$ cat src/rtl/ex_div_unit.sv
// EX-stage iterative divider: restoring shift-subtract, one bit per cycle.
// Handles RISC-V DIV/DIVU/REM/REMU including divide-by-zero and overflow.
module ex_div_unit #(
  parameter int XLEN = 32
) (
  input  logic            clk,
  input  logic            rst,
  input  logic            start,
  input  logic [1:0]      op,
  input  logic [XLEN-1:0] dividend,
  input  logic [XLEN-1:0] divisor,
  input  logic            stall_in,
  input  logic            flush,
  output logic            stall_req,
  output logic [XLEN-1:0] result,
  output logic            done
);

  typedef enum logic [1:0] {
    IDLE,
    BUSY,
    DONE
  } state_t;

  localparam logic [5:0] LAST = 6'(XLEN - 1);
  localparam logic [XLEN-1:0] MIN_NEG = {1'b1, {(XLEN-1){1'b0}}};

  state_t          state;
  logic [5:0]      cnt;
  logic            rem_q;
  logic            qneg_q;
  logic            rneg_q;
  logic [XLEN-1:0] quo;
  logic [XLEN-1:0] rem;
  logic [XLEN-1:0] dvs;

  logic            is_signed;
  logic            a_neg;
  logic            b_neg;
  logic [XLEN-1:0] a_abs;
  logic [XLEN-1:0] b_abs;
  logic            div_zero;
  logic            ovf;
  logic [XLEN-1:0] special;

  logic [XLEN:0]   shifted;
  logic [XLEN:0]   diff;
  logic            fits;
  logic [XLEN-1:0] rem_n;
  logic [XLEN-1:0] quo_n;
  logic [XLEN-1:0] q_fix;
  logic [XLEN-1:0] r_fix;
  logic [XLEN-1:0] fin;

  always_comb begin
    is_signed = ~op[0];
    a_neg     = is_signed & dividend[XLEN-1];
    b_neg     = is_signed & divisor[XLEN-1];
    a_abs     = a_neg ? -dividend : dividend;
    b_abs     = b_neg ? -divisor : divisor;
    div_zero  = (divisor == '0);
    ovf       = is_signed & (dividend == MIN_NEG) & (&divisor);
    if (div_zero)
      special = op[1] ? dividend : '1;
    else
      special = op[1] ? '0 : dividend;
  end

  // one restoring step: shift next dividend bit in, subtract if it fits
  always_comb begin
    shifted = {rem, quo[XLEN-1]};
    diff    = shifted - {1'b0, dvs};
    fits    = ~diff[XLEN];
    rem_n   = fits ? diff[XLEN-1:0] : shifted[XLEN-1:0];
    quo_n   = {quo[XLEN-2:0], fits};
    q_fix   = qneg_q ? -quo_n : quo_n;
    r_fix   = rneg_q ? -rem_n : rem_n;
    fin     = rem_q ? r_fix : q_fix;
  end

  always_comb begin
    stall_req = 1'b0;
    if (!rst && !flush)
      stall_req = ((state == IDLE) & start) | (state == BUSY);
  end

  always_ff @(posedge clk) begin
    if (rst) begin
      state  <= IDLE;
      cnt    <= '0;
      rem_q  <= 1'b0;
      qneg_q <= 1'b0;
      rneg_q <= 1'b0;
      quo    <= '0;
      rem    <= '0;
      dvs    <= '0;
      result <= '0;
      done   <= 1'b0;
    end else if (flush) begin
      state <= IDLE;
      done  <= 1'b0;
    end else begin
      unique case (state)
        IDLE: begin
          if (start) begin
            rem_q  <= op[1];
            qneg_q <= a_neg ^ b_neg;
            rneg_q <= a_neg;
            quo    <= a_abs;
            rem    <= '0;
            dvs    <= b_abs;
            cnt    <= '0;
            if (div_zero || ovf) begin
              result <= special;
              done   <= 1'b1;
              state  <= DONE;
            end else begin
              state <= BUSY;
            end
          end
        end
        BUSY: begin
          quo <= quo_n;
          rem <= rem_n;
          cnt <= cnt + 6'd1;
          if (cnt == LAST) begin
            result <= fin;
            done   <= 1'b1;
            state  <= DONE;
          end
        end
        DONE: begin
          if (!stall_in) begin
            done  <= 1'b0;
            state <= IDLE;
          end
        end
        default: begin
          done  <= 1'b0;
          state <= IDLE;
        end
      endcase
    end
  end

endmodule

$ cat config.mk
export PLATFORM = sky130hd
export DESIGN_NAME = ex_div_unit
export DESIGN_NICKNAME = d
export VERILOG_FILES = /design/src/rtl/ex_div_unit.sv
export SDC_FILE = /design/constraint.sdc
export NUM_CORES = 1
export LEC_CHECK = 0
export ABC_AREA = 0
export BUFFER_PORTS_ARGS = -buffer_cell sky130_fd_sc_hd__buf_4
export CAP_MARGIN = 20
export CORE_MARGIN = 5
export CORE_UTILIZATION = 32
export CTS_BUF_LIST = sky130_fd_sc_hd__clkbuf_8 sky130_fd_sc_hd__clkbuf_16
export DETAILED_ROUTE_END_ITERATION = 12
export GPL_TIMING_DRIVEN = 0
export PLACE_DENSITY = 0.53
export SLEW_MARGIN = 0
export SYNTH_ARGS = -nofsm -noshare
export SYNTH_HDL_FRONTEND = slang
export SYNTH_SLANG_ARGS = --single-unit
$ cat constraint.sdc
create_clock -name clk -period 11.12 [get_ports clk]
set_input_delay 1.668 -clock clk [delete_from_list [all_inputs] [get_ports clk]]
set_output_delay 1.668 -clock clk [all_outputs]
set_load 0.03 [all_outputs]
### After elaboration in Yosys (flattened, before gate mapping)

Cells that the tools add are included.

| cells by class | value |
|---|---|
| add/subtract/negate cells | 6 |
| eq/ne operators | 8 |
| mux-type cells | 30 |
| bitwise operators | 10 |
| reduce and logical (&&, ||, !) cells | 14 |

Operators by type and width:

| cell | count |
|---|---|
| $mux 32 | 14 |
| $pmux 32 s2 | 3 |
| $neg 32->32 | 4 |
| $sub 33x32->33 | 1 |
| $eq 32x32->1 const B | 1 |
| $logic_not 32->1 | 1 |
| $reduce_and 32->1 | 1 |
| $pmux 6 s2 | 1 |
| $reduce_and 3->1 | 3 |
| $mux 2 | 4 |
| $add 6x1->6 const B | 1 |
| $eq 6x5->1 const B | 1 |
| $mux 6 | 1 |
| $pmux 2 s3 | 1 |
| $and 1x1->1 | 5 |
| $mux 1 | 5 |
| $reduce_and 5->1 | 1 |
| $ne 2x1->1 const B | 2 |
| $ne 2x2->1 const B | 2 |
| $reduce_and 4->1 | 1 |
| $not 1->1 | 3 |
| $pmux 1 s3 | 1 |
| $eq 2x1->1 const B | 1 |
| $eq 2x2->1 const B | 1 |
| other kinds (8) | 9 |

| word-level totals | value |
|---|---|
| flip-flop bits (word level) | 140 |
| bits of input ports | 71 |
| output and inout port bits | 34 |
| logic and storage cells | 78 |

### Longest topological paths before layout

| logic depth | value |
|---|---|
| word-level depth | 7 |
| mapped depth | 25 |
| depth with buffers taken out | 23 |

### Worst setup path after synthesis

Ideal clock, no wire load.

| timing path | value |
|---|---|
| kind | register to register |
| from | register quo[31] |
| to | register result[30] |
| library setup time | 0.074 ns |
| data arrival time | 4.686 ns |
| data required time | 11.046 ns |
| setup slack | 6.360 ns |
| cell stages (with the launch flop) | 25 |
| path buffers | 2 |
| period minus slack after synthesis | 4.760 ns |
| cell sequence | dfxtp_1 inv_1 ha_1 fa_1 nand2b_4 a211oi_4 o21ai_2 o31ai_4 a31oi_2 xnor2_4 inv_2 buf_2 buf_1 o21ai_0 inv_1 ha_1 inv_1 nor3b_1 and2_1 nand4b_1 a2bb2o_1 or4_1 o21ai_0 nand2_1 a31oi_1 |

| on the way | value |
|---|---|
| cells in the longest elaborated chain, start to end | 7 |
| elaborated cells between the ends (all ways) | 10 |
| classes of those cells | add/sub: 3; mux: 6; bitwise: 1 |

RTL lines:

| element | line | RTL |
|---|---|---|
| from (decl) | 33 | `logic [XLEN-1:0] quo;` |
| from (signal assigned) | 109 | `quo <= a_abs;` |
| from (signal assigned) | 123 | `quo <= quo_n;` |
| $sub 33x32->33 | 72 | `diff = shifted - {1'b0, dvs};` |
| $mux 32 or $not 1->1 (tied branches) | 74, 73 |  |
| $neg 32->32, on equally long branches | 77, 76 |  |
| $mux 32, on equally long branches | 77, 76 |  |
| $mux 32 * | 78 | `fin = rem_q ? r_fix : q_fix;` |
| $mux 32 * | 126 | `if (cnt == LAST) begin` |
| $pmux 32 s2 * | 103 | `unique case (state)` |
| to (signal assigned) | 114 | `result <= special;` |
| to (signal assigned) | 127 | `result <= fin;` |
| to (decl) | 15 | `output logic [XLEN-1:0] result,` |

Every way passes the cells marked *; elsewhere a longest branch is shown, timed or not. The select of a mux whose other input is x is not followed.
A chain may end at the register's enable or synchronous reset.

### Worst setup path in the final report

| timing path | value |
|---|---|
| from | register quo[31] |
| to | register result[26] |

Same word-level chain as after synthesis.

==> key figures <==
Run status
  • Outcome: completed

Die
  • Vert. Die Dim: around 200 um
  • Num rows: 70
  • Die Area: 40900 um2
  • Top Ports: 105
  • Initial Util: 32.38%
  • Die width: 202.2 um
  • Core outline area: 36520 um2

Route
  • DR iter-0 viols: 1326
  • Pre-antenna DRT Iters: 6
  • Uppermost layer routed: met4
  • WL met3: 4.138 mm
  • Met1 WL: approximately 24 mm
  • Via count: 13.33k
  • WL per Instance: 23.25 um
  • # DRC: 0
  • Met2 WL: 23.17 mm
  • WL final: 52.77 mm
  • DR vias/cell: 5.870
  • Number of nets with antenna violations after routing: 0

Synth
  • Ys Warns: 0
  • Top cell type's share of synthesized area: 23.70%
  • Yosys cell types: 82
  • Most numerous cell in the Yosys netlist: nor2_1
  • Synth area leaders: dfxtp_1, nor2_1, a21oi_1
  • Post-synthesis mux area share: 2.222%
  • Simple-Gate Fraction of Synth Area: 25.03%
  • Post-synthesis compound-gate area fraction: 27.79%
  • Largest family of logic cells by synthesized area: compound AO/OA/AOI/OAI gates
  • Largest area contributor in the netlist: dfxtp_1
  • Cell area after synthesis: 11830 um2
  • Synth Area in Adders: 5.883%
  • Ys async rst share: 0%
  • Synth top cells by count: nor2_1, nand2_1, dfxtp_1, a21oi_1, o21ai_0
  • Synthesized flop and latch total: 140
  • Post-synth EDFFs: 0
  • Cell count after synthesis: 1667
  • Top_reg_cell synth: dfxtp_1
  • Post-synthesis sequential area ratio: 23.70%
  • Synth Area per Inst: 7.094 um2
  • Synth Area in XOR/XNOR: 9.713%
  • Syn nets: 1777

Final layout
  • Layout fillers: slightly below 4k
  • Area taken by multi-input logic gates: about 8400 um2
  • Final nets: approximately 1.9k
  • Reg area: 2803 um2
  • Layout area overhead: 15.77%
  • ANT cells: 0
  • Final Cell Area: 13690 um2
  • Finished Core Util: 37.48%
  • Layout cells sized above 1: under 10%

Worst setup path
  • CP required: 11.41 ns
  • Crit path max-delay family: compound AO/OA/AOI/OAI gates
  • Worst-path fanout max: 10
  • Worst Path Buf+Inv: 6
  • Cell mode on critical path: inv_1
  • Startpoint types: register
  • Worst stage delay on the critical path: about 0.52 ns
  • Crit path DAT: 7.03 ns
  • Critical Path End Type: register
  • Slowest CP cell: dfxtp_1
  • Cells along the critical path: inv_1, ha_1, fa_1, nand2b_4, a211oi_4, o21ai_2, o31ai_4, a31oi_2, xnor2_4, inv_2, buf_2, buf_1, o21ai_0, inv_1, ha_1, inv_1, nor3b_1, and2_1, nand4b_1, a2bb2o_1, o21ai_0, xor2_1, a21oi_1, o22ai_1
  • WS Path Type: register to register

Clock tree
  • TritonCTS clock tree: yes
  • CTS resizes: 0
  • Hold-fix buffers, CTS: 0
  • Max Root-Sink Buffers: 2
  • Setup Fix Bufs, Post-CTS: 0
  • # clock sinks: 140
  • Clk Latency, worst-skew pair: 0.45 ns
  • H-Tree Depth: 4
  • Total CTS buffers: 17
  • Root buffer cell: clkbuf_16
  • Clock slew at reported path FFs: about 0.060 ns

Timing
  • Tightest Pin Transition: 1.123 ns
  • Final TNS setup: 0 ns
  • Worst Clk Skew: 0.01622 ns
  • Slew margin rel.: 24.53%
  • Final Max Tran Viols: 0
  • FMAX: 0.1484 GHz
  • RSZ-0062 raised after global routing: false
  • Final setup viols: 0
  • Final min period: 6.738 ns
  • Final number of hold-violating endpoints: 0
  • Final period util: 60.60%
  • Worst hold slack: about 0.45 ns

Worst hold path
  • Hold Crit Class: register to register

Power
  • Peak VDD IR: 0.1110 mV
  • P_leak: roughly 5 nW
  • Tot Pwr: 1.477 mW
  • Cell Pwr Density: about 110 nW/um2

Global route
  • Vias in the first global route: 12.66k
  • Gr usage total: approximately a quarter
  • First-pass GRT wire length: 79.43 mm
  • Largest net degree at the start of global routing: 17
  • Initial antenna violation count: 0
  • Total gr overflow: 0

Placement
  • Detailed Place HPWL: roughly 42 mm
  • IO Port Bufs: 102
  • Area post-placement: 13180 um2
  • GPL Wtd Cong: 0.9713

Flow run
  • Max-cap viol count: 0
-- through the flow --
stage               setup WS, ns  std cells
floorplan                  6.360       1667
finish                     4.382       2270
global route               4.178       2270
CTS                        4.676       2270
global placement           4.666       2237
detailed placement         4.742       2238
-- cell families (layout without fill, tap and decap cells) --
family,count (synthesis),after routing
flops,140,140
xor+xnor,129,129
mux,26,26
fa+ha+maj,59,59
compound gates,498,498
simple gates,643,643
buf+inv,172,307
-- flip-flops by register name, summed over array words and instances (netlist names) --
name    flops
dvs        32
quo        32
rem        32
result     32
cnt         6
state       2
done        1
qneg_q      1
rem_q       1
rneg_q      1
-- placed cells by master (no fill, tap or decap), drive strengths merged, types with 8 or more instances in the layout --
| cell type | Yosys | layout |
|---|---|---|
| nor2 | 255 | 255 |
| nand2 | 166 | 166 |
| dfxtp | 140 | 140 |
| a21oi | 138 | 138 |
| buf | 23 | 126 |
| clkbuf | 90 | 108 |
| o21ai | 104 | 104 |
| a211oi | 74 | 74 |
| xnor2 | 67 | 67 |
| inv | 58 | 65 |
| xor2 | 62 | 62 |
| ha | 38 | 38 |
| nor3 | 37 | 37 |
| nand3 | 31 | 31 |
| nor4 | 28 | 28 |
| o211ai | 25 | 25 |
| mux2i | 24 | 24 |
| o31ai | 24 | 24 |
| or3 | 22 | 22 |
| nand4 | 21 | 21 |
| maj3 | 20 | 20 |
| a22oi | 18 | 18 |
| o41ai | 17 | 17 |
| a31oi | 16 | 16 |
| a311oi | 13 | 13 |
| and2 | 11 | 11 |
| or4 | 11 | 11 |
| nand2b | 11 | 11 |
| nor2b | 10 | 10 |
| and3 | 9 | 9 |
| o21a | 8 | 8 |
| nor3b | 8 | 8 |
-- layout make-up --
type	count	share of cell area, %
Multi-Input combinational cell	1355	61.02
Sequential cell	140	20.47
Timing Repair Buffer	103	5.630
Tap cell	468	4.277
Buffer	113	3.272
Clock buffer	18	3.208
Inverter	59	1.618
Clock inverter	14	0.5027
-- report_power, final --
| group | internal, mW | total, mW | switching [mW] |
|---|---|---|---|
| clock network | 0.283 | 0.523 | 0.240 |
| registers | 0.519 | 0.540 | 0.0207 |
| logic | 0.138 | 0.414 | 0.276 |
| total | 0.940 | 1.48 | 0.537 |
-- worst paths after layout --
check / slack (ns) / start / cells after the start / end
max: 4.38 / quo[31] / 24 / result[26]
min: 0.45 / result[21] / 2 / result[21]
min reg2reg: 0.45 / result[21] / 2 / result[21]
max reg2reg: 4.38 / quo[31] / 24 / result[26]
-- metal layers --
metal  up-vias  GRT usage, %
li1       6277             -
met1      6391         35.36
met2       581         39.27
met3        77         4.043
met4         0         7.226
met5         -             0
-- worst register-to-register path: stages (launching register included) --
cell and delay, ns:
dfxtp_1 0.52, inv_1 0.09, ha_1 0.24, fa_1 0.44, nand2b_4 0.18, a211oi_4 0.31
o21ai_2 0.19, o31ai_4 0.36, a31oi_2 0.23, xnor2_4 0.22, inv_2 0.18, buf_2 0.32
buf_1 0.46, o21ai_0 0.42, inv_1 0.14, ha_1 0.20, inv_1 0.11, nor3b_1 0.35
and2_1 0.23, nand4b_1 0.14, a2bb2o_1 0.35, o21ai_0 0.29, xor2_1 0.17, a21oi_1 0.28
o22ai_1 0.14
Note: power is estimated with default switching activity, not from simulation.
